File: src/rtl/soc_wb_pkg.sv
// Shared definitions for the SoC Wishbone fabric: arbiter state encoding and
// the default read data returned on a timed-out transaction.
package soc_wb_pkg;

    typedef enum logic [1:0] {
        ST_IDLE  = 2'd0,
        ST_BUSY  = 2'd1,
        ST_GUARD = 2'd2
    } state_t;

    localparam logic [31:0] ERR_DATA_DEFAULT = 32'hDEADBEEF;

endpackage

File: src/rtl/rr_pick.sv
// Combinational round-robin picker: the first requester found when scanning
// upward from (last+1) mod N_MST wins.
module rr_pick #(
    parameter int N_MST = 2,
    parameter int IW    = (N_MST > 1) ? $clog2(N_MST) : 1
) (
    input  logic [N_MST-1:0] req,
    input  logic [IW-1:0]    last,
    output logic             valid,
    output logic [IW-1:0]    idx
);

    // cand[k] is the master examined at scan position k (k=0 is highest priority)
    logic [IW-1:0] cand [N_MST];

    for (genvar gi = 0; gi < N_MST; gi++) begin : g_cand
        assign cand[gi] = IW'((int'(last) + gi + 1) % N_MST);
    end

    always_comb begin
        valid = 1'b0;
        idx   = '0;
        for (int k = N_MST - 1; k >= 0; k--) begin
            if (req[cand[k]]) begin
                valid = 1'b1;
                idx   = cand[k];
            end
        end
    end

endmodule

File: src/rtl/wb_arbiter_rr.sv
// Round-robin Wishbone arbiter: one master per transaction, a guard cycle
// between transactions, and a bus-error ack when the slave never answers.
module wb_arbiter_rr
    import soc_wb_pkg::*;
#(
    parameter int             N_MST    = 2,
    parameter int             DW       = 32,
    parameter int             AW       = 16,
    parameter int             TIMEOUT  = 255,
    parameter logic [DW-1:0]  ERR_DATA = DW'(ERR_DATA_DEFAULT)
) (
    input  logic                  clk,
    input  logic                  rst_n,
    input  logic [N_MST*AW-1:0]   m_addr,
    input  logic [N_MST*DW-1:0]   m_wdata,
    input  logic [N_MST*DW/8-1:0] m_wmsk,
    input  logic [N_MST-1:0]      m_we,
    input  logic [N_MST-1:0]      m_cyc,
    output logic [N_MST-1:0]      m_ack,
    output logic [DW-1:0]         m_rdata,
    output logic [AW-1:0]         s_addr,
    output logic [DW-1:0]         s_wdata,
    output logic [DW/8-1:0]       s_wmsk,
    output logic                  s_we,
    output logic                  s_cyc,
    input  logic                  s_ack,
    input  logic [DW-1:0]         s_rdata,
    output logic                  err,
    output logic [1:0]            err_mst,
    input  logic                  err_clr
);

    localparam int IW = (N_MST > 1) ? $clog2(N_MST) : 1;
    localparam int CW = $clog2(TIMEOUT + 1);
    localparam int MW = DW / 8;

    state_t        state_reg, state_next;
    logic [IW-1:0] gnt_reg, gnt_next;
    logic [IW-1:0] last_reg, last_next;
    logic [CW-1:0] cnt_reg, cnt_next;
    logic          err_reg, err_next;
    logic [1:0]    err_mst_reg, err_mst_next;

    logic          pick_valid;
    logic [IW-1:0] pick_idx;

    logic [AW-1:0] addr_arr  [N_MST];
    logic [DW-1:0] wdata_arr [N_MST];
    logic [MW-1:0] wmsk_arr  [N_MST];

    logic busy, req_live, ack_fire, timeout_hit;

    for (genvar gi = 0; gi < N_MST; gi++) begin : g_split
        assign addr_arr[gi]  = m_addr[gi*AW +: AW];
        assign wdata_arr[gi] = m_wdata[gi*DW +: DW];
        assign wmsk_arr[gi]  = m_wmsk[gi*MW +: MW];
        assign m_ack[gi]     = (ack_fire || timeout_hit) && (gnt_reg == IW'(gi));
    end

    rr_pick #(
        .N_MST (N_MST),
        .IW    (IW)
    ) u_pick (
        .req   (m_cyc),
        .last  (last_reg),
        .valid (pick_valid),
        .idx   (pick_idx)
    );

    // A master that has dropped cyc gets neither a forwarded ack nor a timeout.
    assign busy        = (state_reg == ST_BUSY);
    assign req_live    = m_cyc[gnt_reg];
    assign ack_fire    = busy && req_live && s_ack;
    assign timeout_hit = busy && req_live && !s_ack && (cnt_reg == CW'(TIMEOUT));

    // Slave-side muxes are gated by BUSY so idle outputs stay at zero.
    assign s_cyc   = busy && req_live && !timeout_hit;
    assign s_addr  = busy ? addr_arr[gnt_reg]  : '0;
    assign s_wdata = busy ? wdata_arr[gnt_reg] : '0;
    assign s_wmsk  = busy ? wmsk_arr[gnt_reg]  : '0;
    assign s_we    = busy && m_we[gnt_reg];
    assign m_rdata = !busy ? '0 : (timeout_hit ? ERR_DATA : s_rdata);

    assign err     = err_reg;
    assign err_mst = err_mst_reg;

    always_ff @(posedge clk or negedge rst_n) begin
        if (!rst_n) begin
            state_reg   <= ST_IDLE;
            gnt_reg     <= '0;
            last_reg    <= IW'(N_MST - 1);
            cnt_reg     <= '0;
            err_reg     <= 1'b0;
            err_mst_reg <= 2'b00;
        end else begin
            state_reg   <= state_next;
            gnt_reg     <= gnt_next;
            last_reg    <= last_next;
            cnt_reg     <= cnt_next;
            err_reg     <= err_next;
            err_mst_reg <= err_mst_next;
        end
    end

    always_comb begin
        state_next   = state_reg;
        gnt_next     = gnt_reg;
        last_next    = last_reg;
        cnt_next     = cnt_reg;
        err_next     = err_reg;
        err_mst_next = err_mst_reg;

        // A timeout in the same cycle overrides the clear below.
        if (err_clr) begin
            err_next = 1'b0;
        end

        unique case (state_reg)
            ST_IDLE: begin
                if (pick_valid) begin
                    gnt_next   = pick_idx;
                    last_next  = pick_idx;
                    cnt_next   = '0;
                    state_next = ST_BUSY;
                end
            end
            ST_BUSY: begin
                if (!req_live || ack_fire) begin
                    state_next = ST_GUARD;
                end else if (timeout_hit) begin
                    err_next     = 1'b1;
                    err_mst_next = 2'(gnt_reg);
                    state_next   = ST_GUARD;
                end else if (cnt_reg != CW'(TIMEOUT)) begin
                    cnt_next = cnt_reg + CW'(1);
                end
            end
            ST_GUARD: begin
                state_next = ST_IDLE;
            end
            default: begin
                state_next = ST_IDLE;
            end
        endcase
    end

endmodule

File: config.mk
export PLATFORM = sky130hd
export DESIGN_NAME = wb_arbiter_rr
export DESIGN_NICKNAME = d
export VERILOG_FILES = /design/src/rtl/soc_wb_pkg.sv /design/src/rtl/rr_pick.sv /design/src/rtl/wb_arbiter_rr.sv
export SDC_FILE = /design/constraint.sdc
export NUM_CORES = 1
export LEC_CHECK = 0
export CORE_AREA = 2 2 90 92
export CTS_CLUSTER_SIZE = 40
export DETAILED_ROUTE_END_ITERATION = 12
export DIE_AREA = 0 0 92 94
export DONT_BUFFER_PORTS = 1
export SETUP_SLACK_MARGIN = 0.05
export SLEW_MARGIN = 40
export SYNTH_ARGS = -nofsm -noshare
export SYNTH_HDL_FRONTEND = slang
export SYNTH_SLANG_ARGS = --single-unit
File: constraint.sdc
create_clock -name clk -period 2.2 [get_ports clk]
set_input_delay 0.55 -clock clk [delete_from_list [all_inputs] [get_ports clk]]
set_output_delay 0.55 -clock clk [all_outputs]
set_load 0.01 [all_outputs]
Word level (Yosys, flattened, before mapping). Index checks and enable logic that the tools add are counted.

Word-level logic and storage cells: 82. Input port bits: 144. Flip-flop bits (word level): 14. Output and inout bits: 91.

Bitwise operators: 3. $lt $le $gt $ge: 4. Multiplexer cells: 39. Reductions and logical operators: 19. $add $sub $neg: 3. Eq/ne operators: 8.

Operator list (number): 2-to-1 mux 32 bit (6); 2-to-1 mux 16 bit (4); 2-to-1 mux 8 bit (4); 2-to-1 mux 1 bit (16); 2-to-1 mux 4 bit (4); case mux 8 bit (2 select lines) (1); adder 8 x 1 -> 8 bit (second input constant) (1); equality test 8 bit (second input constant) (1); logical AND 1 bit (8); != test 8 bit (second input constant) (1); less-than comparator 1 x 2 -> 1 bit (second input constant) (3); 2-to-1 mux 2 bit (3); != test 2 bit (second input constant) (3); AND reduction 5 bit (1); case mux 2 bit (2 select lines) (1); AND reduction 2 bit (2); logical NOT 1 bit (3); != test 3 x 1 -> 1 bit (second input constant) (1); AND reduction 3 bit (1); adder 1 bit (second input constant) (2); equality test 2 x 1 -> 1 bit (second input constant) (1); greater-or-equal comparator 2 bit (second input constant) (1); logical NOT 2 bit (1); logical OR 1 bit (2); other kinds (4) (5).

Logic depth before layout (Yosys ltp).
Depth after elaboration: 8. Gate-level depth with buffers: 7. Mapped depth without buffers: 6.

Modules after synthesis. Synthesis repeated with hierarchy kept, for this count alone.

Cell total of the unflattened synthesis: 261. Area, all modules: 1815.5 µm².

By module, submodules not included: wb_arbiter_rr (cells an instance 259, times used 1, area an instance 1801.7 µm², sequential area each 351.6 µm²); rr_pick (cells an instance 2, times used 1, area an instance 13.8 µm², sequential area each 0.0 µm²).

Least setup slack after synthesis. Ideal clock, no wire load.

Kind: input-to-output. Start: input s_ack. End: output m_rdata[17]. Slack: 0.111 ns. Cell stages on the path: 5. Path buffers: 1. Data arrival time: 1.539 ns. Data required time: 1.650 ns. Path through: or3b_1 nor2_1 nand2_1 buf_2 and3_1.

Cells in the longest elaborated chain, start to end: 5.

Ends and longest elaborated chain: start: declaration (RTL line wb_arbiter_rr.sv:26) `input logic s_ack,`; logical NOT 1 bit (RTL line wb_arbiter_rr.sv:74) `assign timeout_hit = busy && req_live && !s_ack && (cnt_reg == CW'(TIMEOUT));`; logical AND 1 bit (2 in a row) (RTL line wb_arbiter_rr.sv:74); 2-to-1 mux 32 bit (2 in a row) (RTL line wb_arbiter_rr.sv:82) `assign m_rdata = !busy ? '0 : (timeout_hit ? ERR_DATA : s_rdata);`; end: declaration (RTL line wb_arbiter_rr.sv:20) `output logic [DW-1:0] m_rdata,`.

No other way between the ends.

Worst setup path after layout.
Start: register state_reg[1]. End: output m_rdata[22].

Cells in the longest elaborated chain, start to end: 6.

Ends and longest elaborated chain: start: declaration (RTL line wb_arbiter_rr.sv:37) `state_t state_reg, state_next;`; start signal: assignment (RTL line wb_arbiter_rr.sv:96) `state_reg <= state_next;`; equality test 2 x 1 -> 1 bit (*) (RTL line wb_arbiter_rr.sv:71) `assign busy = (state_reg == ST_BUSY);`; logical AND 1 bit (3 in a row) (RTL line wb_arbiter_rr.sv:74); 2-to-1 mux 32 bit (RTL line wb_arbiter_rr.sv:82); 2-to-1 mux 32 bit (*) (RTL line wb_arbiter_rr.sv:82).

Every way passes the cells marked *; elsewhere a longest branch is shown, timed or not.

==> impl_metrics.csv <==
group,metric,value,unit
floorplan,fp.coreArea,0.00761,sq mm
global_routing,use_met1,16.8,%
route,drc,0,
global_routing,antenna_found_initial,0,
floorplan,ioPinCount,235,
global_routing,grt_overflow_total,0,
setup_path,critPathRequiredTime,1650,ps
cells_and_area,area_growth_syn_to_layout,24.1,%
timing,skew,2.00,ps
global_routing,grt_max_degree,59,
timing,drv_slew,0,
clock_tree,clkLatencyLatePin,250,ps
pwr,finalPower,2.84,mW
pwr,p_per_area,1240,mW/mm^2
cells_and_area,fin_nets,411,
synthesis,dominantRegCellSynth,"dfrtp_1",
synthesis,yosysUniqueCellTypes,42,
timing,rsz0062_at_grt,"yes",
timing,max_freq,462,MHz
route,vias_per_cell,5.29,
cells_and_area,antenna_cells,0,
clock_tree,clk_pin_slew,60,ps
global_routing,grt_pass1_vias,1717,
synthesis,yosysTopAreaCell,"mux2i_1",
global_routing,met2_usage,25.4,%
route,dr_total_vias,1941,
clock_tree,clock-sinks,14,
route,drt-total-wl,6410,um
placed_design,io_buffers,0,
synthesis,synth_area,0.00184,sq mm
hold_path,hp-class,"input port to async pin",
flow_run,maxCapViolCount,0,
setup_path,crit_slowest_cell,"dfrtp_1",
placed_design,globalplace.congestion,0.894,
pwr,peakVddDrop,0.488,mV
clock_tree,tritoncts,"done",
timing,finalCriticalPeriod,2170,ps
synthesis,avgSynthCellArea,7.05,sq um
timing,max_slew.worst_pin.slew,610,ps
setup_path,path_max_fanout,17,
synthesis,ys_seq_elements,14,
synthesis,syn_nets,406,
clock_tree,htree_levels,1,
timing,worst_slack,33.4,ps
placed_design,dp_slack,39.2,ps
setup_path,crit_chain,"or3b_4 > nor2_4 > nand2_4 > buf_12 > and3_4",
timing,period_share,98.5,%
setup_path,max_stage_delay,400,ps
clock_tree,cts_buffers,3,
pwr,p_leak,1.14,nW
synthesis,yosysSeqAreaShare,19.1,%
global_routing,top_usage_layer,"met2",
route,post_drt_wl_per_cell,17.5,um
synthesis,synth_top_area_share,29.4,%
global_routing,grt_use_met3,0.963,%
synthesis,yosysWarnings,0,
floorplan,rows,32,
status,status,"complete, no violations",
route,first_pass_iters,4,
timing,setup_viol,0,
synthesis,syn-instance-count,261,
synthesis,synth-edff-count,0,
floorplan,die_area,0.00865,sq mm
setup_path,path_buf_inv,1,
placed_design,dp_hpwl,5090,um
clock_tree,clk_path_buf_depth,2,
timing,slew_headroom,59.2,%
setup_path,end_kind,"primary output",
synthesis,synth-async-reset-ratio,100,%
setup_path,cp_top_family,"simple AND/OR/NAND/NOR gates",
timing,hold_viol,0,
cells_and_area,drive_gt1_share,29.1,%
setup_path,path_class,"flip-flop to primary output",
setup_path,cp.arrival,1620,ps
floorplan,fp.dieW,92,um
floorplan,initial_core_util,24.2,%
clock_tree,clockRootBuffer,"clkbuf_8",
floorplan,die_h,94,um
synthesis,netlist_top_cells_area,"mux2i_1 (29%), dfrtp_1 (18%), nor2_1 (12%)",
route,first_iter_violations,26,
global_routing,grt_first_pass_wirelength,9140,um
route,route.antenna.remaining_nets,0,
setup_path,worst_setup_path_start_kind,"flip-flop",
cells_and_area,largest_reg_flops,8,
global_routing,grt_usage,13.5,%
## synth_stat cells, types with 2 or more instances
| cell type | n |
|---|---|
| nand2b_1 | 2 |
| a21oi_1 | 6 |
| mux2i_1 | 54 |
| dfrtp_1 | 13 |
| buf_2 | 9 |
| or3_1 | 2 |
| nor3b_1 | 2 |
| nand2_1 | 53 |
| nand3_1 | 5 |
| a21o_2 | 3 |
| clkbuf_1 | 9 |
| and3_1 | 8 |
| nor2_1 | 58 |
| o21ai_0 | 7 |
| a31oi_1 | 3 |
## cell families after synthesis
kind of cell,share of synthesized area [%]
adders and majority gates,0.680
muxes,30.8
and+or+nand+nor,32.2
buffers and inverters,6.80
other,0.204
xor gates and xnor gates,0.476
AOI/OAI and AO/OA,9.79
DFF,19.1
## worst reg2reg max path, delay by kind of cell, from the launching register on
family                 cells  cell delay, ps
AOI/OAI and AO/OA          2             300
buffers and inverters      2             340
DFF                        1             450
muxes                      1             370
and+or+nand+nor            1             350
## final timing paths
check / start / end / slack [ps] / cells after the start
worst max-delay path: state_reg[1] / m_rdata[22] / 30 / 5
worst min-delay path: rst_n / last_reg / 140 / 0
worst max register to register: gnt_reg / cnt_reg[3] / 310 / 6
worst min register to register: last_reg / last_reg / 530 / 2
max in group asynchronous: rst_n / gnt_reg / 1000 / 1
min in group clk: m_cyc[0] / last_reg / 370 / 1
## per-stage QoR
stage | setup TNS, ps | utilization (%) | hold WS (ps) | std cells | cell area, sq um
after floorplan | 0 | - | 254 | 261 | 1840
after global placement | 0 | 26.3 | 255 | 356 | 2000
after detailed placement | 0 | 26.3 | 255 | 356 | 2000
after CTS | 0 | 29.5 | 132 | 367 | 2250
after global routing | -57.5 | 30.0 | 132 | 367 | 2280
final | 0 | 30.0 | 138 | 367 | 2280
## placed cells by master (no fill, tap or decap), drive strengths merged, types with 2 or more instances in the layout
master,netlist,layout
nor2,58,58
mux2i,54,54
nand2,53,53
buf,12,21
dfrtp,13,13
and3,8,8
o21ai,7,7
a21oi,6,6
nand3,5,5
clkbuf,10,4
a31oi,4,4
a21o,3,3
or3,3,3
nor3b,2,2
nand2b,2,2
inv,2,2
mux2,2,2
o211ai,2,2
a22o,2,2
## report_power, final
part	switching (mW)	internal, mW
sequential	0.0631	0.335
clock	0.0965	0.159
combinational	1.37	0.822
## layout make-up
type	instances	area, sq um
Clock buffer	4	55.1
Timing Repair Buffer	22	220
Sequential cell	14	357
Tap cell	102	128
Fill cell	792	5320
Inverter	2	10.0
Multi-Input combinational cell	223	1510
## routing by layer
metal	up-vias	part of all wire, %
met2	142	53
li1	890	-
met3	5	6.7
met5	-	0
met4	0	0.78
met1	904	39
## repair_timing
action,in CTS,in global routing
gates cloned,1,0
buffers inserted,5,0
hold buffers,1,0
setup endpoints to repair,35,28
gates resized for setup,32,12
endpoints found under the hold margin,13,0
No activity file was read; power rests on OpenSTA's default activity.
